[src/rtl/bira_pkg.sv]
// Shared BIRA repair-analysis constants and types: spare word geometry, generator states,
// and the first/last candidate patterns used by the generator, the checker and benches.
package bira_pkg;

  localparam int DSSS_WIDTH    = 8;
  localparam int DSSS_SET_BITS = 4;
  localparam int RLSS_WIDTH    = 4;
  localparam int RLSS_SET_BITS = 2;
  localparam int PAIR_IDX_W    = 9;

  // C(8,4) * C(4,2)
  localparam int NUM_PAIRS = 420;

  localparam logic [DSSS_WIDTH-1:0] DSSS_FIRST = 8'h0F;
  localparam logic [DSSS_WIDTH-1:0] DSSS_LAST  = 8'hF0;
  localparam logic [RLSS_WIDTH-1:0] RLSS_FIRST = 4'h3;
  localparam logic [RLSS_WIDTH-1:0] RLSS_LAST  = 4'hC;

  typedef enum logic [1:0] {
    IDLE = 2'd0,
    RUN  = 2'd1,
    DONE = 2'd2
  } gen_state_t;

endpackage

[src/rtl/combo_next.sv]
// Gosper's next-combination step: returns the next larger W-bit word with the same popcount.
// The successor of the topmost pattern is meaningless; callers never consume it.
module combo_next #(
  parameter int W = 8
) (
  input  logic [W-1:0] cur,
  output logic [W-1:0] nxt
);

  localparam int CW = (W > 1) ? $clog2(W) : 1;

  logic [W-1:0]  lowbit;
  logic [W-1:0]  ripple;
  logic [W-1:0]  tail;
  logic [CW-1:0] ctz;

  // Lowest set bit ripples upward; the displaced ones are packed back at the bottom.
  always_comb begin
    lowbit = cur & (~cur + 1'b1);
    ripple = cur + lowbit;
    ctz    = '0;
    for (int i = W - 1; i >= 0; i--) begin
      if (lowbit[i]) ctz = CW'(i);
    end
    tail = ((ripple ^ cur) >> 2) >> ctz;
    nxt  = tail | ripple;
  end

endmodule

[src/rtl/spare_signal_generator.sv]
// Enumerates every DSSS/RLSS spare-allocation pair, one per valid/ready handshake.
// Optional early termination (stop/stopped ports) is enabled by defining SPARE_GEN_EARLY_STOP_EN.
module spare_signal_generator
  import bira_pkg::*;
#(
  parameter int DSSS_W    = DSSS_WIDTH,
  parameter int DSSS_ONES = DSSS_SET_BITS,
  parameter int RLSS_W    = RLSS_WIDTH,
  parameter int RLSS_ONES = RLSS_SET_BITS,
  parameter int IDX_W     = PAIR_IDX_W
) (
  input  logic              clk,
  input  logic              rst,
  input  logic              start,
  input  logic              out_ready,
`ifdef SPARE_GEN_EARLY_STOP_EN
  input  logic              stop,
  output logic              stopped,
`endif
  output logic [DSSS_W-1:0] DSSS,
  output logic [RLSS_W-1:0] RLSS,
  output logic              out_valid,
  output logic              out_last,
  output logic [IDX_W-1:0]  pair_idx,
  output logic              busy,
  output logic              done
);

  localparam logic [DSSS_W-1:0] D_FIRST = {{(DSSS_W-DSSS_ONES){1'b0}}, {DSSS_ONES{1'b1}}};
  localparam logic [DSSS_W-1:0] D_LAST  = {{DSSS_ONES{1'b1}}, {(DSSS_W-DSSS_ONES){1'b0}}};
  localparam logic [RLSS_W-1:0] R_FIRST = {{(RLSS_W-RLSS_ONES){1'b0}}, {RLSS_ONES{1'b1}}};
  localparam logic [RLSS_W-1:0] R_LAST  = {{RLSS_ONES{1'b1}}, {(RLSS_W-RLSS_ONES){1'b0}}};

  gen_state_t        state, state_nxt;
  logic [DSSS_W-1:0] dsss_nxt, dsss_succ;
  logic [RLSS_W-1:0] rlss_nxt, rlss_succ;
  logic [IDX_W-1:0]  idx_nxt;
  logic              last_nxt;
  logic              stop_req;
  logic              stopped_q, stopped_nxt;

  combo_next #(.W(DSSS_W)) u_dsss_next (.cur(DSSS), .nxt(dsss_succ));
  combo_next #(.W(RLSS_W)) u_rlss_next (.cur(RLSS), .nxt(rlss_succ));

`ifdef SPARE_GEN_EARLY_STOP_EN
  assign stop_req = stop;
  assign stopped  = stopped_q;
`else
  assign stop_req = 1'b0;
`endif

  assign out_valid = (state == RUN);
  assign busy      = (state == RUN);
  assign done      = (state == DONE);

  always_ff @(posedge clk) begin
    if (rst) begin
      state     <= IDLE;
      DSSS      <= '0;
      RLSS      <= '0;
      pair_idx  <= '0;
      out_last  <= 1'b0;
      stopped_q <= 1'b0;
    end else begin
      state     <= state_nxt;
      DSSS      <= dsss_nxt;
      RLSS      <= rlss_nxt;
      pair_idx  <= idx_nxt;
      out_last  <= last_nxt;
      stopped_q <= stopped_nxt;
    end
  end

  // RLSS is the inner loop; ending the sweep (last pair or stop) freezes the pair outputs.
  always_comb begin
    state_nxt   = state;
    dsss_nxt    = DSSS;
    rlss_nxt    = RLSS;
    idx_nxt     = pair_idx;
    stopped_nxt = stopped_q;
    case (state)
      IDLE: begin
        if (start) begin
          state_nxt   = RUN;
          dsss_nxt    = D_FIRST;
          rlss_nxt    = R_FIRST;
          idx_nxt     = '0;
          stopped_nxt = 1'b0;
        end
      end
      RUN: begin
        if (stop_req) begin
          state_nxt   = DONE;
          stopped_nxt = 1'b1;
        end else if (out_ready) begin
          if (out_last) begin
            state_nxt = DONE;
          end else begin
            idx_nxt = pair_idx + 1'b1;
            if (RLSS == R_LAST) begin
              rlss_nxt = R_FIRST;
              dsss_nxt = dsss_succ;
            end else begin
              rlss_nxt = rlss_succ;
            end
          end
        end
      end
      DONE: begin
        state_nxt = IDLE;
      end
      default: begin
        state_nxt = IDLE;
      end
    endcase
    last_nxt = (dsss_nxt == D_LAST) && (rlss_nxt == R_LAST) && (state_nxt == RUN || out_last);
  end

endmodule

[config.mk]
export PLATFORM = sky130hd
export DESIGN_NAME = spare_signal_generator
export DESIGN_NICKNAME = d
export VERILOG_FILES = /design/src/rtl/bira_pkg.sv /design/src/rtl/combo_next.sv /design/src/rtl/spare_signal_generator.sv
export SDC_FILE = /design/constraint.sdc
export NUM_CORES = 1
export LEC_CHECK = 0
export ABC_AREA = 0
export CORE_MARGIN = 2
export CORE_UTILIZATION = 23
export CTS_CLUSTER_SIZE = 28
export DETAILED_ROUTE_END_ITERATION = 8
export REMOVE_ABC_BUFFERS = 1
export SLEW_MARGIN = 20
export SYNTH_ARGS = -nofsm -noshare
export SYNTH_HDL_FRONTEND = slang
export SYNTH_SLANG_ARGS = --single-unit
[constraint.sdc]
create_clock -name clk -period 3.7 [get_ports clk]
set_clock_uncertainty 0.05 [all_clocks]
set_input_delay 0.37 -clock clk [delete_from_list [all_inputs] [get_ports clk]]
set_output_delay 0.37 -clock clk [all_outputs]
set_load 0.005 [all_outputs]
* Yosys cells after proc, flatten, opt, wreduce, memory -nomap -nowiden
Index checks and enable logic that the tools add are counted.
** Operators by class
- Add/sub/neg operators :: 5
- Equal/unequal tests :: 9
- Shift operators :: 2
- Muxes and demuxes :: 30
- Bitwise gates (word level) :: 8
- Reduce and logical (&&, ||, !) cells :: 6
** Operators by type and width (number)
- 8-bit 2-to-1 mux :: 4
- 9-bit 2-to-1 mux :: 3
- 3-bit 2-to-1 mux :: 8
- 9-bit one-hot mux with 2 select lines :: 1
- 4-bit 2-to-1 mux :: 4
- 8-bit one-hot mux with 2 select lines :: 1
- 2-bit 2-to-1 mux :: 7
- 9-bit by 1-bit adder with 9-bit output (second input constant) :: 1
- 8-bit by 1-bit adder with 8-bit output (second input constant) :: 1
- 8-bit adder :: 1
- 8-bit bitwise AND :: 1
- 4-bit equality test (second input constant) :: 2
- 8-bit equality test (second input constant) :: 1
- 8-bit NOT :: 1
- 8-bit bitwise OR :: 1
- 4-bit one-hot mux with 2 select lines :: 1
- 6-bit by 3-bit >> shifter with 8-bit output :: 1
- 8-bit bitwise XOR :: 1
- 2-bit != test (second input constant) :: 3
- 4-bit by 1-bit adder with 4-bit output (second input constant) :: 1
- 4-bit adder :: 1
- 4-bit bitwise AND :: 1
- 2-bit by 1-bit equality test with 1-bit output (second input constant) :: 2
- 4-bit NOT :: 1
- 10 further kinds :: 11
** Storage, ports and cells
- Bits in registers :: 24
- Logic and storage cells :: 65

* Depth between registers and ports, before layout
Gate-level depths: netlist of run 1.
- Word-level depth :: 20
- Mapped depth :: 9
- Mapped depth without buffers :: 7

* Cells and area by module
Synthesis of run 1 repeated with hierarchy kept, for this count alone.
** Unflattened totals
- Cells, all modules :: 214
- Area total of the unflattened synthesis :: 1714.1 µm²
** Modules (own cells, without submodules)
- spare_signal_generator :: instances 1, cells each 121, area an instance 1138.6 µm², sequential area each 480.5 µm²
- combo_next at u_dsss_next :: instances 1, cells each 85, area an instance 521.8 µm², sequential area each 0.0 µm²
- combo_next at u_rlss_next :: instances 1, cells each 8, area an instance 53.8 µm², sequential area each 0.0 µm²

* Worst setup path after synthesis of run 1
Ideal clock, no wire load.
- Kind :: flip-flop to flip-flop
- Start :: register out_last
- End :: register out_last
- Setup time :: 0.061 ns
- Arrival time :: 2.255 ns
- Path slack :: 1.333 ns
- Cell stages (with the launch flop) :: 8
- Cell sequence :: dfxtp_1 > nand2b_2 > nor2_2 > a32oi_1 > or4_1 > or4_1 > a2111oi_0 > and4_1
** Between the ends
- Cells in the longest elaborated chain, start to end :: 6
- Elaborated cells between the ends (all ways) :: 15
- Classes of those cells :: eq/ne (3); mux (9); reduce/logical (3)
** RTL lines
- start: declaration :: line spare_signal_generator.sv:23 : output logic out_last,
- start signal: assignment :: line spare_signal_generator.sv:69 : out_last <= last_nxt;
- 8-bit 2-to-1 mux (tied with other cells) :: line spare_signal_generator.sv:96 : if (out_last) begin
- 8-bit 2-to-1 mux (tied with other cells) :: line spare_signal_generator.sv:95 : end else if (out_ready) begin
- 8-bit one-hot mux with 2 select lines (tied with other cells) :: line spare_signal_generator.sv:81 : case (state)
- 8-bit equality test (tied with other cells) :: line spare_signal_generator.sv:116 : last_nxt = (dsss_nxt == D_LAST) && (rlss_nxt == R_LAST) && (state_nxt == RUN || out_last);
- 1-bit logical AND or 1-bit logical OR (tied branches) :: line spare_signal_generator.sv:116
- 1-bit logical AND (*) :: line spare_signal_generator.sv:116
Mark *: on every way between the ends. The rest lies on a longest branch, timed or not.
A chain may end at the register's enable or synchronous reset.

* Worst setup path after layout of run 1
- Start :: register DSSS[1]
- End :: register out_last
** Between the ends
- Cells in the longest elaborated chain, start to end :: 20
- Elaborated cells between the ends (all ways) :: 23
- Classes of those cells :: add/sub (2); eq/ne (1); shift (1); mux (13); bitwise (4); reduce/logical (2)
** RTL lines
- start: declaration :: line spare_signal_generator.sv:20 : output logic [DSSS_W-1:0] DSSS,
- start signal: assignment :: line spare_signal_generator.sv:66 : DSSS <= dsss_nxt;
- 8-bit NOT :: line combo_next.sv:19 : lowbit = cur & (~cur + 1'b1);
- 8-bit by 1-bit adder with 8-bit output :: line combo_next.sv:19
- 8-bit bitwise AND :: line combo_next.sv:19
- 3-bit 2-to-1 mux (8 in series) :: line combo_next.sv:23 : if (lowbit[i]) ctz = CW'(i);
- 6-bit by 3-bit >> shifter with 8-bit output :: line combo_next.sv:25 : tail = ((ripple ^ cur) >> 2) >> ctz;
- 8-bit bitwise OR :: line combo_next.sv:26 : nxt = tail | ripple;
- 8-bit 2-to-1 mux :: line spare_signal_generator.sv:100 : if (RLSS == R_LAST) begin
- 8-bit 2-to-1 mux :: line spare_signal_generator.sv:96
- 8-bit 2-to-1 mux :: line spare_signal_generator.sv:95
- 8-bit one-hot mux with 2 select lines (*) :: line spare_signal_generator.sv:81
- 8-bit equality test (*) :: line spare_signal_generator.sv:116
- 1-bit logical AND (*) (2 in series) :: line spare_signal_generator.sv:116
Marks and branches as above.

==> results of run 1 <==
-- synthesized netlist by cell type, drive strengths merged, types with 3 or more instances --
library cell	count
nor2	33
dfxtp	24
nand2	18
a21oi	13
o21ai	12
nand2b	10
buf	8
clkbuf	7
inv	6
nor2b	6
nor3	5
or4	5
xor2	5
a32oi	4
and3	4
nand4	4
a2111oi	3
a211oi	3
and2	3
nand3	3
nand3b	3
o211ai	3
o22ai	3
-- logic make-up (layout without fill, tap and decap cells) --
group	Yosys count	after routing	synth area share (%)
flops	24	24	28.4
simple gates	104	104	32.7
fa+ha+maj	1	1	0.741
mux	3	3	1.85
compound gates	67	67	27.9
buf+inv	21	43	5.78
xor+xnor	5	5	2.59
-- where the power goes --
group | total [mW] | internal [mW] | switching [mW]
combinational | 0.131 | 0.0571 | 0.0740
clock | 0.234 | 0.145 | 0.0895
sequential | 0.285 | 0.266 | 0.0188
-- state kept, by name (all words and copies together), names as in the netlist --
name,count
RLSS,4
pair_idx,9
state,2
DSSS,8
out_last,1
-- layer usage --
layer / vias up / GRT usage, % / share of wire (%)
met5: - / 0 / 0
met4: 0 / 4.07 / 1.9
met3: 10 / 1.37 / 7.7
met2: 80 / 18.1 / 42
met1: 824 / 19.3 / 48
li1: 885 / - / -
-- per-stage QoR --
stage	setup WS, ps	cells	hold slack, ps	power [mW]
final	727	346	467	0.650
after detailed placement	541	342	455	0.418
after CTS	754	346	469	0.651
after floorplan	1020	210	389	0.365
after global routing	495	346	488	0.679
after global placement	589	342	436	0.421
-- cell type report --
| class | count | share of cell area, % |
|---|---|---|
| Tap cell | 99 | 5.82 |
| Inverter | 6 | 1.06 |
| Clock inverter | 1 | 1.41 |
| Clock buffer | 3 | 1.94 |
| Timing Repair Buffer | 33 | 14.9 |
| Sequential cell | 24 | 22.6 |
| Multi-Input combinational cell | 180 | 52.2 |
-- worst max path at each step --
stage	end	slack (ps)	cells after the start	from
floorplan	out_last	1020	7	state[0]
global placement	out_last	590	8	out_ready
finish	out_last	730	7	DSSS[1]
detailed placement	out_last	540	8	out_ready
CTS	out_last	750	7	DSSS[1]
global route	out_last	490	7	DSSS[1]
-- worst min-delay path, stage by stage, from the launching register on --
cell and delay (ps):
dfxtp_1 340, o21ai_0 70, a21oi_1 60
==> flow_summary_export.csv, run 1 <==
group,metric,value,unit
worst_setup_path,cp_max_fo,15,
floorplan,die_h,89.7,um
clock_network,post-cts-setup-buffers,0,
power,powerDensity,306,mW/mm^2
synthesis,synth_edf_count,0,
global_routing,grt_util_all_layers,12.6,%
finish,fillerInstances,783,
clock_network,cts.sinks,24,
global_routing,antenna_found_initial,0,
synthesis,ys_seq_area_share,28.4,%
hold_path,min_to,"pair_idx[7]",
worst_setup_path,regToRegStartpoint,"DSSS[1]",
routing,drt-total-wl,4.79,mm
synthesis,ys_seq_elements,24,
synthesis,avgSynthCellArea,7.51,sq um
clock_network,tritoncts,"built",
worst_setup_path,critPathMaxStageDelay,630,ps
worst_setup_path,r2r_cells,7,
finish,final_area,0.00213,sq mm
synthesis,synth_top_area_share,28.4,%
clock_network,clk_pin_slew,90,ps
sta,slew_viol_final,0,
sta,finalSetupTns,0,ps
sta,grt_setup_unrepaired,"false",
floorplan,die-width,89.7,um
finish,register_area,480,sq um
hold_path,min_path_type,"register to register",
worst_setup_path,cp_cell_sequence,"nand2b_1 -> a31oi_1 -> o2bb2ai_1 -> a31o_1 -> or4_1 -> a2111oi_0 -> and4_1",
run,maxCapViolations,0,
clock_network,clockBufferDepth,2,
worst_setup_path,arrival,3140,ps
clock_network,h-tree-depth,1,
sta,fmax,336,MHz
clock_network,root_buffer,"clkbuf_8",
global_routing,grt_pass1_wl,8.10,mm
finish,layout_commonest_cell,"nor2_1",
finish,fin_nets,253,
worst_setup_path,critPathKind,"register to register",
worst_setup_path,end_kind,"register",
floorplan,dieArea,0.00805,sq mm
synthesis,synth_area_leaders,"dfxtp_1, nor2_1, nand2_1",
worst_setup_path,crit_slowest_cell,"dfxtp_1",
synthesis,netlist_area,0.00169,sq mm
finish,fin_util,29.6,%
power,power.leakage,0.705,nW
floorplan,initial_core_util,23.5,%
floorplan,core,0.00718,sq mm
sta,period_needed,2970,ps
finish,area_delta_synth_final,25.9,%
run_status,status,"finished clean",
placement,globalplace.congestion,0.906,
worst_setup_path,cp_top_family,"compound AO/OA/AOI/OAI gates",
floorplan,rows,31,
clock_network,cts_resized,0,
finish,antenna_cells,0,
clock_network,insertion_delay,270,ps
worst_setup_path,critPathRequiredTime,3860,ps
synthesis,synth_cells,225,
worst_setup_path,crit_buf_inv,0,
synthesis,synthFlopType,"dfxtp_1",
worst_setup_path,r2r-end,"out_last",
floorplan,io_pins,29,
routing,dr.pass1.iters,4,
global_routing,grt_pass1_vias,1609,
worst_setup_path,ff2ff_setup_slack,730,ps
routing,wire_per_inst,13.9,um
hold_path,hold_start,"pair_idx[7]",
placement,hpwl,3.49,mm
synthesis,yosysUniqueCellTypes,59,
routing,vias_per_cell,5.20,
sta,worst_pin_slew,600,ps
power,peakVddDrop,0.108,mV
routing,initialDrtViolationCount,188,
clock_network,cts_buffers,3,
placement,postPlaceCellArea,0.00206,sq mm
placement,portBuffers,28,
hold_path,holdPathStages,2,
clock_network,cts_hold_buf,0,
finish,multiInputGateArea,0.00111,sq mm
global_routing,grt_overflow,0,
synthesis,yosysWarnings,0,
worst_setup_path,startpoint_type,"register",
finish,mostFrequentLayoutCells,"nor2_1, clkdlybuf4s50_1, dfxtp_1",
routing,ant_nets,0,
sta,finalCritPeriodShare,80.3,%
sta,maxSlewHeadroom,59.0,%
synthesis,yosys.area.top_type,"dfxtp_1",
global_routing,grt_max_degree,18,
finish,drive_above_1_share,6.07,%
sta,hold_viol_final,0,
routing,route.detailed.drc,0,
synthesis,postSynth.asyncResetShare,0,%
routing,vias,1799,
sta,finalSetupViolations,0,
(Power assumes the default switching activity.)
==> run 2, diff against run 1 <==
clock period = 2.7 ns   (was 3.7 ns; I/O delays follow)
==> run 2 against run 1 <==
- cell area is 11% higher
- wire length rose by 3.6%
- sequential power grew 34%
- count of clock-buffer cells in the layout increased by 1
- worst hold slack got worse by 11 ps
- combinational power grew 79%
- critical path type unchanged
==> flow_summary_export.csv, run 2 (synthesis gave the netlist of run 1 again) <==
group,metric,value,unit
sta,slew_viol_final,0,
hold_path,min_path_type,"register to register",
global_routing,grt_util_all_layers,12.6,%
worst_setup_path,regToRegStartpoint,"state[0]",
clock_network,tritoncts,"built",
routing,dr.max_layer_used,"met4",
worst_setup_path,critPathRequiredTime,2860,ps
global_routing,antenna_found_initial,0,
sta,period_needed,2550,ps
global_routing,grt_max_degree,17,
sta,maxSlewHeadroom,67.1,%
routing,drt-total-wl,4.96,mm
routing,drt-met1-wl,2.38,mm
routing,vias,1878,
global_routing,grt_overflow,0,
global_routing,grt_pass1_vias,1740,
floorplan,initial_core_util,23.5,%
finish,fillerInstances,741,
worst_setup_path,crit_buf_inv,0,
finish,reg_top3,"pair_idx x9, DSSS x8, RLSS x4",
worst_setup_path,cp-endpoint,"out_last",
power,peakVddDrop,0.131,mV
finish,fin_nets,282,
sta,whs,456,ps
finish,top_register,"pair_idx",
sta,fmax,392,MHz
sta,finalSetupViolations,0,
clock_network,cts_hold_buf,0,
finish,layout_commonest_cell,"buf_4",
sta,grt_setup_unrepaired,"false",
worst_setup_path,ff2ff_setup_slack,150,ps
worst_setup_path,r2r_cells,7,
finish,drive_above_1_share,16.7,%
clock_network,cts.sinks,24,
worst_setup_path,critPathKind,"register to register",
floorplan,die_h,89.7,um
placement,globalplace.congestion,0.894,
power,power.leakage,0.840,nW
finish,largest_register_ffs,9,
routing,initialDrtViolationCount,131,
clock_network,post-cts-setup-buffers,0,
finish,mostFrequentLayoutCells,"buf_4, nor2_1, clkdlybuf4s50_1",
worst_setup_path,cp_top_family,"simple AND/OR/NAND/NOR gates",
worst_setup_path,critPathMaxStageDelay,550,ps
worst_setup_path,arrival,2710,ps
worst_setup_path,worstSetupPathDepth,7,
finish,antenna_cells,0,
placement,portBuffers,28,
finish,area_delta_synth_final,39.2,%
sta,hold_viol_final,0,
routing,vias_per_cell,5.01,
routing,met3_length,292,um
worst_setup_path,cp_max_fo,11,
routing,wl_met2,2.22,mm
routing,wire_per_inst,13.2,um
routing,route.detailed.drc,0,
worst_setup_path,cp_cell_sequence,"and4bb_1 -> and3b_1 -> a41oi_1 -> a31o_1 -> or4_1 -> a2111oi_2 -> and4_1",
worst_setup_path,r2r-end,"out_last",
clock_network,cts_buffers,3,
clock_network,root_buffer,"clkbuf_8",
routing,ant_nets,0,
worst_setup_path,end_kind,"register",
worst_setup_path,cp-startpoint,"state[0]",
run_status,status,"finished clean",
sta,finalCritPeriodShare,94.5,%
clock_network,insertion_delay,260,ps
clock_network,clockBufferDepth,2,
worst_setup_path,startpoint_type,"register",
floorplan,rows,31,
sta,worst_pin_slew,481,ps
clock_network,h-tree-depth,1,
worst_setup_path,crit_slowest_cell,"or4_1",
floorplan,io_pins,29,
floorplan,core,0.00718,sq mm
power,powerDensity,368,mW/mm^2
floorplan,dieArea,0.00805,sq mm
routing,dr.pass1.iters,4,
global_routing,grt_pass1_wl,8.22,mm
power,power.total,0.865,mW
placement,hpwl,3.88,mm
floorplan,die-width,89.7,um
run,maxCapViolations,0,
clock_network,clk_pin_slew,90,ps
[run 2: changes by cell type in the layout (fill, tap and decap cells not counted), sizes merged]
cell / before / now
buf: 5 / 34
clkbuf: 3 / 4
bufinv: 1 / 0
[run 2: power breakdown]
group / leakage, nW / switching [mW] / total (mW) / internal (mW)
Sequential: 0.196 / 0.0175 / 0.382 / 0.365
Clock: 0.0288 / 0.119 / 0.249 / 0.130
Combinational: 0.616 / 0.121 / 0.234 / 0.113
Total: 0.840 / 0.258 / 0.865 / 0.607
[run 2: worst min-delay path by stage]
| stage | startpoint | end | depth (start not counted) | slack [ps] |
|---|---|---|---|---|
| finish | pair_idx[7] | pair_idx[7] | 2 | 460 |
| CTS | pair_idx[7] | pair_idx[7] | 2 | 460 |
| global placement | pair_idx[7] | pair_idx[7] | 2 | 440 |
| floorplan | rst | DSSS[4] | 1 | 290 |
| detailed placement | pair_idx[7] | pair_idx[7] | 2 | 450 |
| global route | pair_idx[7] | pair_idx[7] | 2 | 520 |
[run 2: layout make-up]
class                   instances  area (sq um)  area share (%)
clock buffers                   4          55.1            2.34
inverters                       6          22.5           0.958
multi-input cells             180          1130            48.2
flip-flops and latches         24           480            20.4
well taps                      99           124            5.27
repair buffers                 62           536            22.8
[run 2: per-layer routing]
layer / vias to the layer above / track usage [%]
met4: 0 / 2.71
met5: - / 0
met1: 858 / 18.2
met2: 67 / 20.3
li1: 945 / -
met3: 8 / 1.46
[run 2: through the flow]
stage | setup TNS (ps) | util (%) | area [sq um] | setup WS [ps] | cells
after CTS | 0 | 32.4 | 2330 | 54.1 | 375
after global routing | 0 | 32.8 | 2350 | 0.562 | 375
after detailed placement | -108 | 31.7 | 2270 | -108 | 371
final | 0 | 32.8 | 2350 | 147 | 375
after global placement | -78.7 | 31.7 | 2270 | -78.7 | 371
after floorplan | 0 | - | 1610 | 21.9 | 210
[run 2: timing repair]
action	CTS	global route
hold endpoints to repair	0	0
gates resized for setup	0	4
endpoints found under the setup margin	0	1
[run 2: worst register-to-register path, cell delays in order (launching register included)]
cell,delay (ps)
dfxtp_1,540
and4bb_1,290
and3b_1,200
a41oi_1,120
a31o_1,210
or4_1,550
a2111oi_2,330
and4_1,220
==> run 3, diff against run 2 <==
HOLD_SLACK_MARGIN = 0.12   (was not set)
==> results of run 3 <==
Final layout, timing and power as in run 2 (identical DEF).
